--- src/rtl/dotp_seq_ctrl_if.sv ---
// dotp_seq_ctrl_if
// Bundles the control, result handshake, host write and RAM port signals
// of the dot-product sequencer. The master modport is the sequencer side;
// the slave modport is the environment side (host logic, consumer, RAM).
interface dotp_seq_ctrl_if #(
  parameter int WIDTH      = 16,
  parameter int ADDR_WIDTH = 7,
  parameter int ACC_WIDTH  = 40
);

  logic                  start;
  logic [ADDR_WIDTH-1:0] base_a;
  logic [ADDR_WIDTH-1:0] base_b;
  logic [ADDR_WIDTH:0]   len;
  logic                  busy;

  logic [ACC_WIDTH-1:0]  result;
  logic                  result_valid;
  logic                  result_ready;

  logic                  host_we;
  logic [ADDR_WIDTH-1:0] host_addr;
  logic [WIDTH-1:0]      host_din;
  logic                  host_drop;

  logic                  ram_we_a;
  logic                  ram_we_b;
  logic [ADDR_WIDTH-1:0] ram_addr_a;
  logic [ADDR_WIDTH-1:0] ram_addr_b;
  logic [WIDTH-1:0]      ram_din_a;
  logic [WIDTH-1:0]      ram_din_b;
  logic [WIDTH-1:0]      ram_dout_a;
  logic [WIDTH-1:0]      ram_dout_b;

  modport master (
    input  start, base_a, base_b, len, result_ready,
    input  host_we, host_addr, host_din,
    input  ram_dout_a, ram_dout_b,
    output busy, result, result_valid, host_drop,
    output ram_we_a, ram_we_b, ram_addr_a, ram_addr_b, ram_din_a, ram_din_b
  );

  modport slave (
    output start, base_a, base_b, len, result_ready,
    output host_we, host_addr, host_din,
    output ram_dout_a, ram_dout_b,
    input  busy, result, result_valid, host_drop,
    input  ram_we_a, ram_we_b, ram_addr_a, ram_addr_b, ram_din_a, ram_din_b
  );

endinterface

--- src/rtl/dotp_seq_ctrl.sv ---
// dotp_seq_ctrl
// Owns both ports of the dot-product true-dual-port RAM. In IDLE host writes
// are forwarded to port A; on start, vector A is streamed through port A and
// vector B through port B, the signed products are accumulated, and the sum
// is offered on a valid/ready handshake.
// Optional feature macro: DOTP_SAT_EN -- when defined the accumulator
// saturates (sticky until the next start) instead of wrapping.
module dotp_seq_ctrl #(
  parameter int WIDTH      = 16,
  parameter int ADDR_WIDTH = 7,
  parameter int DEPTH      = 128,
  parameter int ACC_WIDTH  = 40
) (
  input logic             clk,
  input logic             rst_n,
  dotp_seq_ctrl_if.master bus_io
);

  localparam int LenW  = ADDR_WIDTH + 1;
  localparam int ProdW = 2 * WIDTH;

  typedef enum logic [1:0] {
    IDLE,
    ISSUE,
    DRAIN,
    DONE
  } state_t;

  state_t                       state_q, state_d;
  logic [ADDR_WIDTH-1:0]        baseA_q, baseA_d;
  logic [ADDR_WIDTH-1:0]        baseB_q, baseB_d;
  logic [LenW-1:0]              len_q, len_d;
  logic [LenW-1:0]              cnt_q, cnt_d;
  logic signed [ACC_WIDTH-1:0]  acc_q, acc_d;
  logic                         hostDrop_q, hostDrop_d;

  logic [LenW-1:0]              lenClamp;
  logic signed [ProdW-1:0]      product;
  logic signed [ACC_WIDTH-1:0]  productExt;
  logic signed [ACC_WIDTH-1:0]  accNext;
  logic                         accumulate;

  logic                         ramWeA, ramWeB;
  logic [ADDR_WIDTH-1:0]        ramAddrA, ramAddrB;
  logic [WIDTH-1:0]             ramDinA, ramDinB;

`ifdef DOTP_SAT_EN
  localparam int SumW = ACC_WIDTH + 1;
  localparam logic signed [ACC_WIDTH-1:0] AccMax = {1'b0, {(ACC_WIDTH-1){1'b1}}};
  localparam logic signed [ACC_WIDTH-1:0] AccMin = {1'b1, {(ACC_WIDTH-1){1'b0}}};

  logic signed [SumW-1:0]       sumWide;
  logic                         sat_q, sat_d;
  logic                         satHit;
`endif

  // Signed element product, sign-extended to the accumulator width.
  always_comb begin
    lenClamp   = (bus_io.len > LenW'(DEPTH)) ? LenW'(DEPTH) : bus_io.len;
    product    = ProdW'($signed(bus_io.ram_dout_a)) * ProdW'($signed(bus_io.ram_dout_b));
    productExt = ACC_WIDTH'(product);
  end

`ifdef DOTP_SAT_EN
  // Saturating add: clamp on overflow and freeze once a limit has been hit.
  always_comb begin
    sumWide = SumW'(acc_q) + SumW'(productExt);
    satHit  = 1'b0;
    accNext = sumWide[ACC_WIDTH-1:0];
    if (sat_q) begin
      accNext = acc_q;
    end else if (sumWide[SumW-1] != sumWide[SumW-2]) begin
      satHit  = 1'b1;
      accNext = sumWide[SumW-1] ? AccMin : AccMax;
    end
  end
`else
  // Wrapping add modulo 2^ACC_WIDTH.
  always_comb begin
    accNext = acc_q + productExt;
  end
`endif

  // Next-state, RAM port drive and accumulate control.
  always_comb begin
    state_d    = state_q;
    baseA_d    = baseA_q;
    baseB_d    = baseB_q;
    len_d      = len_q;
    cnt_d      = cnt_q;
    acc_d      = acc_q;
    hostDrop_d = bus_io.host_we && (state_q != IDLE);
    accumulate = 1'b0;
    ramWeA     = 1'b0;
    ramWeB     = 1'b0;
    ramAddrA   = '0;
    ramAddrB   = '0;
    ramDinA    = '0;
    ramDinB    = '0;
`ifdef DOTP_SAT_EN
    sat_d      = sat_q;
`endif

    case (state_q)
      IDLE: begin
        ramWeA   = bus_io.host_we;
        ramAddrA = bus_io.host_addr;
        ramDinA  = bus_io.host_din;
        if (bus_io.start) begin
          baseA_d = bus_io.base_a;
          baseB_d = bus_io.base_b;
          len_d   = lenClamp;
          cnt_d   = '0;
          acc_d   = '0;
`ifdef DOTP_SAT_EN
          sat_d   = 1'b0;
`endif
          state_d = (lenClamp == '0) ? DONE : ISSUE;
        end
      end

      ISSUE: begin
        ramAddrA   = baseA_q + cnt_q[ADDR_WIDTH-1:0];
        ramAddrB   = baseB_q + cnt_q[ADDR_WIDTH-1:0];
        accumulate = (cnt_q != '0);
        cnt_d      = cnt_q + LenW'(1);
        if (cnt_q == len_q - LenW'(1)) begin
          state_d = DRAIN;
        end
      end

      DRAIN: begin
        accumulate = 1'b1;
        state_d    = DONE;
      end

      DONE: begin
        if (bus_io.result_ready) begin
          state_d = IDLE;
        end
      end

      default: begin
        state_d = IDLE;
      end
    endcase

    if (accumulate) begin
      acc_d = accNext;
`ifdef DOTP_SAT_EN
      sat_d = sat_q | satHit;
`endif
    end
  end

  // State and datapath registers with asynchronous active-low reset.
  always_ff @(posedge clk or negedge rst_n) begin
    if (!rst_n) begin
      state_q    <= IDLE;
      baseA_q    <= '0;
      baseB_q    <= '0;
      len_q      <= '0;
      cnt_q      <= '0;
      acc_q      <= '0;
      hostDrop_q <= 1'b0;
    end else begin
      state_q    <= state_d;
      baseA_q    <= baseA_d;
      baseB_q    <= baseB_d;
      len_q      <= len_d;
      cnt_q      <= cnt_d;
      acc_q      <= acc_d;
      hostDrop_q <= hostDrop_d;
    end
  end

`ifdef DOTP_SAT_EN
  // Sticky saturation flag, cleared by reset and by each accepted start.
  always_ff @(posedge clk or negedge rst_n) begin
    if (!rst_n) begin
      sat_q <= 1'b0;
    end else begin
      sat_q <= sat_d;
    end
  end
`endif

  assign bus_io.busy         = (state_q != IDLE);
  assign bus_io.result       = acc_q;
  assign bus_io.result_valid = (state_q == DONE);
  assign bus_io.host_drop    = hostDrop_q;
  assign bus_io.ram_we_a     = ramWeA;
  assign bus_io.ram_we_b     = ramWeB;
  assign bus_io.ram_addr_a   = ramAddrA;
  assign bus_io.ram_addr_b   = ramAddrB;
  assign bus_io.ram_din_a    = ramDinA;
  assign bus_io.ram_din_b    = ramDinB;

endmodule

--- src/flat_wrapper.sv ---
// flat-port wrapper written by rule: the top's interface ports become plain ports
module dotp_seq_ctrl_flat 
#(
  parameter int WIDTH      = 16,
  parameter int ADDR_WIDTH = 7,
  parameter int DEPTH      = 128,
  parameter int ACC_WIDTH  = 40
)
  (clk, rst_n, bus_io_start, bus_io_base_a, bus_io_base_b, bus_io_len, bus_io_result_ready, bus_io_host_we, bus_io_host_addr, bus_io_host_din, bus_io_ram_dout_a, bus_io_ram_dout_b, bus_io_busy, bus_io_result, bus_io_result_valid, bus_io_host_drop, bus_io_ram_we_a, bus_io_ram_we_b, bus_io_ram_addr_a, bus_io_ram_addr_b, bus_io_ram_din_a, bus_io_ram_din_b);
  dotp_seq_ctrl_if #(.WIDTH(WIDTH), .ADDR_WIDTH(ADDR_WIDTH), .ACC_WIDTH(ACC_WIDTH)) bus_io_i ();
  input logic clk;
  input logic rst_n;
  input wire logic [$bits(bus_io_i.start)-1:0] bus_io_start;
  input wire logic [$bits(bus_io_i.base_a)-1:0] bus_io_base_a;
  input wire logic [$bits(bus_io_i.base_b)-1:0] bus_io_base_b;
  input wire logic [$bits(bus_io_i.len)-1:0] bus_io_len;
  input wire logic [$bits(bus_io_i.result_ready)-1:0] bus_io_result_ready;
  input wire logic [$bits(bus_io_i.host_we)-1:0] bus_io_host_we;
  input wire logic [$bits(bus_io_i.host_addr)-1:0] bus_io_host_addr;
  input wire logic [$bits(bus_io_i.host_din)-1:0] bus_io_host_din;
  input wire logic [$bits(bus_io_i.ram_dout_a)-1:0] bus_io_ram_dout_a;
  input wire logic [$bits(bus_io_i.ram_dout_b)-1:0] bus_io_ram_dout_b;
  output wire logic [$bits(bus_io_i.busy)-1:0] bus_io_busy;
  output wire logic [$bits(bus_io_i.result)-1:0] bus_io_result;
  output wire logic [$bits(bus_io_i.result_valid)-1:0] bus_io_result_valid;
  output wire logic [$bits(bus_io_i.host_drop)-1:0] bus_io_host_drop;
  output wire logic [$bits(bus_io_i.ram_we_a)-1:0] bus_io_ram_we_a;
  output wire logic [$bits(bus_io_i.ram_we_b)-1:0] bus_io_ram_we_b;
  output wire logic [$bits(bus_io_i.ram_addr_a)-1:0] bus_io_ram_addr_a;
  output wire logic [$bits(bus_io_i.ram_addr_b)-1:0] bus_io_ram_addr_b;
  output wire logic [$bits(bus_io_i.ram_din_a)-1:0] bus_io_ram_din_a;
  output wire logic [$bits(bus_io_i.ram_din_b)-1:0] bus_io_ram_din_b;
  assign bus_io_i.start = bus_io_start;
  assign bus_io_i.base_a = bus_io_base_a;
  assign bus_io_i.base_b = bus_io_base_b;
  assign bus_io_i.len = bus_io_len;
  assign bus_io_i.result_ready = bus_io_result_ready;
  assign bus_io_i.host_we = bus_io_host_we;
  assign bus_io_i.host_addr = bus_io_host_addr;
  assign bus_io_i.host_din = bus_io_host_din;
  assign bus_io_i.ram_dout_a = bus_io_ram_dout_a;
  assign bus_io_i.ram_dout_b = bus_io_ram_dout_b;
  assign bus_io_busy = bus_io_i.busy;
  assign bus_io_result = bus_io_i.result;
  assign bus_io_result_valid = bus_io_i.result_valid;
  assign bus_io_host_drop = bus_io_i.host_drop;
  assign bus_io_ram_we_a = bus_io_i.ram_we_a;
  assign bus_io_ram_we_b = bus_io_i.ram_we_b;
  assign bus_io_ram_addr_a = bus_io_i.ram_addr_a;
  assign bus_io_ram_addr_b = bus_io_i.ram_addr_b;
  assign bus_io_ram_din_a = bus_io_i.ram_din_a;
  assign bus_io_ram_din_b = bus_io_i.ram_din_b;
  dotp_seq_ctrl #(.WIDTH(WIDTH), .ADDR_WIDTH(ADDR_WIDTH), .DEPTH(DEPTH), .ACC_WIDTH(ACC_WIDTH)) u_core (.clk(clk), .rst_n(rst_n), .bus_io(bus_io_i));
endmodule
--- config.mk ---
export PLATFORM = sky130hd
export DESIGN_NAME = dotp_seq_ctrl_flat
export DESIGN_NICKNAME = d
export VERILOG_FILES = /design/src/rtl/dotp_seq_ctrl_if.sv /design/src/rtl/dotp_seq_ctrl.sv /design/src/flat_wrapper.sv
export SDC_FILE = /design/constraint.sdc
export NUM_CORES = 1
export LEC_CHECK = 0
export CORE_MARGIN = 8
export CORE_UTILIZATION = 54
export DETAILED_ROUTE_END_ITERATION = 10
export PLACE_DENSITY_LB_ADDON = 0.08
export SYNTH_ARGS = -nofsm -noshare
export SYNTH_HDL_FRONTEND = slang
export SYNTH_SLANG_ARGS = --single-unit
export TNS_END_PERCENT = 20
--- constraint.sdc ---
create_clock -name clk -period 6.6 [get_ports clk]
set_input_delay 0.66 -clock clk [delete_from_list [all_inputs] [get_ports clk]]
set_output_delay 0.66 -clock clk [all_outputs]
set_load 0.01 [all_outputs]
==> flow_metrics.env <==
export IMPL_status="finished clean"
export IMPL_crit_slowest_cell="fa_1"
export IMPL_worstPathCellList="clkdlybuf4s50_1, buf_12, buf_4, and2_1, fa_1, fa_1, inv_1, fa_1, inv_1, fa_1, fa_1, inv_1, fa_1, inv_1, ha_1, and4_1, a311oi_4, o32ai_4, o311ai_2, o22ai_1, or4_1, nand4_1"
export IMPL_fin_nets=2645
export IMPL_place_ws_ns=-0.568
export IMPL_htreeDepth=3
export IMPL_setup_slack_ns=0.133
export IMPL_tightest_slew_ns=0.995
export IMPL_hold_path_class="in2async"
export IMPL_synth_most_common_cell="inv_1"
export IMPL_vias=12800
export IMPL_ys_seq_area_frac=0.111
export IMPL_ant_nets=0
export IMPL_fin_crit_sh=0.980
export IMPL_synthCells=1791
export IMPL_rows=64
export IMPL_slew_limit_headroom=0.336
export IMPL_wirelength_mm=41.1
export IMPL_clock_sinks=73
export IMPL_grt_pass1_wl_mm=69.5
export IMPL_n_antenna_cell=0
export IMPL_drt_pass1_iterations=5
export IMPL_drt_iter0_drc=538
export IMPL_dominantRegCellSynth="dfrtp_1"
export IMPL_grt_pass1_vias=13800
export IMPL_cp_startpoint="bus_io_ram_dout_b[12]"
export IMPL_critPathMaxFanout=13
export IMPL_dp_hpwl_mm=34.4
export IMPL_die_w_um=190
export IMPL_cts_tree="built"
export IMPL_drive_gt1_frac=0.152
export IMPL_avgSynthCellArea_um2=9.17
export IMPL_insertion_delay_ns=0.33
export IMPL_start_util=0.543
export IMPL_synth_area_mm2=0.0164
export IMPL_port_buffers=155
export IMPL_setup_viol=0
export IMPL_synthTopCellsByCount="423 x inv_1, 332 x fa_1, 177 x nand2_1"
export IMPL_max_freq_mhz=155
export IMPL_numCtsBuffers=9
export IMPL_synth_area_leaders="fa_1 40%, dfrtp_1 11%, ha_1 10%"
export IMPL_cp_arrival_ns=6.72
export IMPL_cap_violations=0
export IMPL_synth_seq_cells=73
export IMPL_worstPathRequired_ns=6.85
export IMPL_routabilityCongestion=0.881
export IMPL_synth_cell_type_count=57
export IMPL_r2r_start="u_core.bus_io.result[10]"
export IMPL_core_mm2=0.0303
export IMPL_timing_worst_setup_path_type="in2reg"
export IMPL_hold_viol=0
export IMPL_period_minus_slack_ns=6.47
export IMPL_async_flop_share=1.00
export IMPL_fin_skew_ns=0.0119
export IMPL_clk_pin_slew_ns=0.06
export IMPL_antenna_found_initial=0
export IMPL_grt_overflow_total=0
export IMPL_reg2reg_depth=16
export IMPL_yosys_area_top_type_share=0.405
export IMPL_chipHeight_um=190
export IMPL_synth_enable_flop_cells=0
export IMPL_holdBufCountCts=0
export IMPL_via_per_inst=5.11
export IMPL_cts_root_buf="clkbuf_16"
export IMPL_grt_start_max_net_pins=74
export IMPL_critPathMaxStageDelay_ns=0.53
export IMPL_grtUsageTotal=0.234
export IMPL_rsz0062_at_grt="yes"
export IMPL_clockBufferDepth=2
export IMPL_syn_to_final_growth_pct=25.0
export IMPL_io_pins=173
export IMPL_fp_dieArea_mm2=0.0363
export IMPL_drv_slew=0
export IMPL_endpoint_kind="flip-flop"
export IMPL_synth_area_leader_cell="fa_1"
export IMPL_cpMostUsedCell="fa_1"
export IMPL_wl_per_cell_um=16.5
export IMPL_ys_warn_count=0
export IMPL_crit_path_start_kind="primary input"
export IMPL_drc=0
registers in the layout, indices dropped and copies added (netlist names):
register,cells
u_core.baseA_q,7
u_core.baseB_q,7
u_core.bus_io.host_drop,1
u_core.bus_io.result,40
u_core.cnt_q,8
u_core.len_q,8
u_core.state_q,2
path summary, 6_finish.rpt:
| kind | end | slack, ns |
|---|---|---|
| min in group clk | u_core.baseA_q[4] | 0.51 |
| hold reg to reg | u_core.baseA_q[4] | 0.51 |
| setup / recovery | u_core.bus_io.result[39] | 0.13 |
| setup reg to reg | u_core.bus_io.result[39] | 1.27 |
| max in group asynchronous | u_core.bus_io.result[36] | 5.46 |
| hold / removal | u_core.baseB_q[3] | 0.48 |
critical path: cells and delay by family:
kind,cells,cell delay (ns)
simple gates,4,0.94
fa+ha+maj,7,3.20
compound gates,4,0.93
buf+inv,7,0.97
routing by layer:
layer  vias up  GRT usage  share of wire
met5         -          0              0
met4         0     0.0459          0.020
met3        48     0.0294          0.051
met2       317      0.389           0.49
met1      6383      0.328           0.44
li1       6003          -              -
layout make-up:
type                       count  area (µm²)
clock buffer                  12         246
clock inverter                 3        17.5
fill                        2486        9730
inverter                     423        1590
multi-input combinational   1228       13000
sequential                    73        1830
tap                          396         495
timing repair buffer         362        3320
layout by cell type (no fill, tap or decap), types with 5 or more instances in the layout:
| cell type | count |
|---|---|
| nand4_1 | 10 |
| nand3_1 | 51 |
| clkdlybuf4s50_1 | 132 |
| nand2_1 | 169 |
| ha_4 | 11 |
| xnor2_1 | 42 |
| nand2_2 | 6 |
| a21oi_1 | 35 |
| and3_1 | 7 |
| fa_2 | 16 |
| a21oi_2 | 6 |
| mux2_2 | 15 |
| a31oi_1 | 5 |
| inv_1 | 409 |
| nand2b_1 | 15 |
| clkbuf_16 | 9 |
| buf_4 | 177 |
| buf_6 | 14 |
| dlymetal6s2s_1 | 14 |
| nor2_1 | 51 |
| dfrtp_1 | 73 |
| a21o_1 | 22 |
| conb_1 | 17 |
| o21ai_0 | 58 |
| fa_1 | 316 |
| and2_1 | 132 |
| o21bai_1 | 10 |
| dlygate4sd2_1 | 7 |
| o21ai_1 | 6 |
| inv_2 | 13 |
| buf_12 | 12 |
| ha_1 | 119 |
| nor3_1 | 7 |
| xor2_1 | 24 |
| nor4_1 | 5 |
stage by stage:
| step | instances | hold slack (ns) | area [µm²] | utilization | TNS [ns] |
|---|---|---|---|---|---|
| CTS | 2476 | 0.517 | 20000 | 0.662 | -0.0195 |
| finish | 2497 | 0.482 | 20500 | 0.678 | 0 |
| global placement | 2459 | 0.494 | 19700 | 0.650 | -7.20 |
| detailed placement | 2459 | 0.504 | 19700 | 0.650 | -7.48 |
| global route | 2497 | 0.530 | 20500 | 0.678 | -0.262 |
| floorplan | 1807 | 0.364 | 16500 | - | 0 |
cells by family after synthesis:
logic type	share of synthesized area
other cells	0.000228
xor+xnor	0.0352
fa+ha+maj	0.507
compound gates	0.0721
simple gates	0.144
buf+inv	0.120
mux	0.0115
flops	0.111
repair_timing:
item	4_1_cts	5_1_grt
setup buffers	2	18
setup endpoints to repair	13	19
pin swaps	13	56
resized for setup	34	95
endpoints found under the hold margin	0	0
gates cloned	0	4
Power is left out: the tool's default activity adds up to more than one toggle a clock period on the data nets, which glitch-free logic cannot reach.
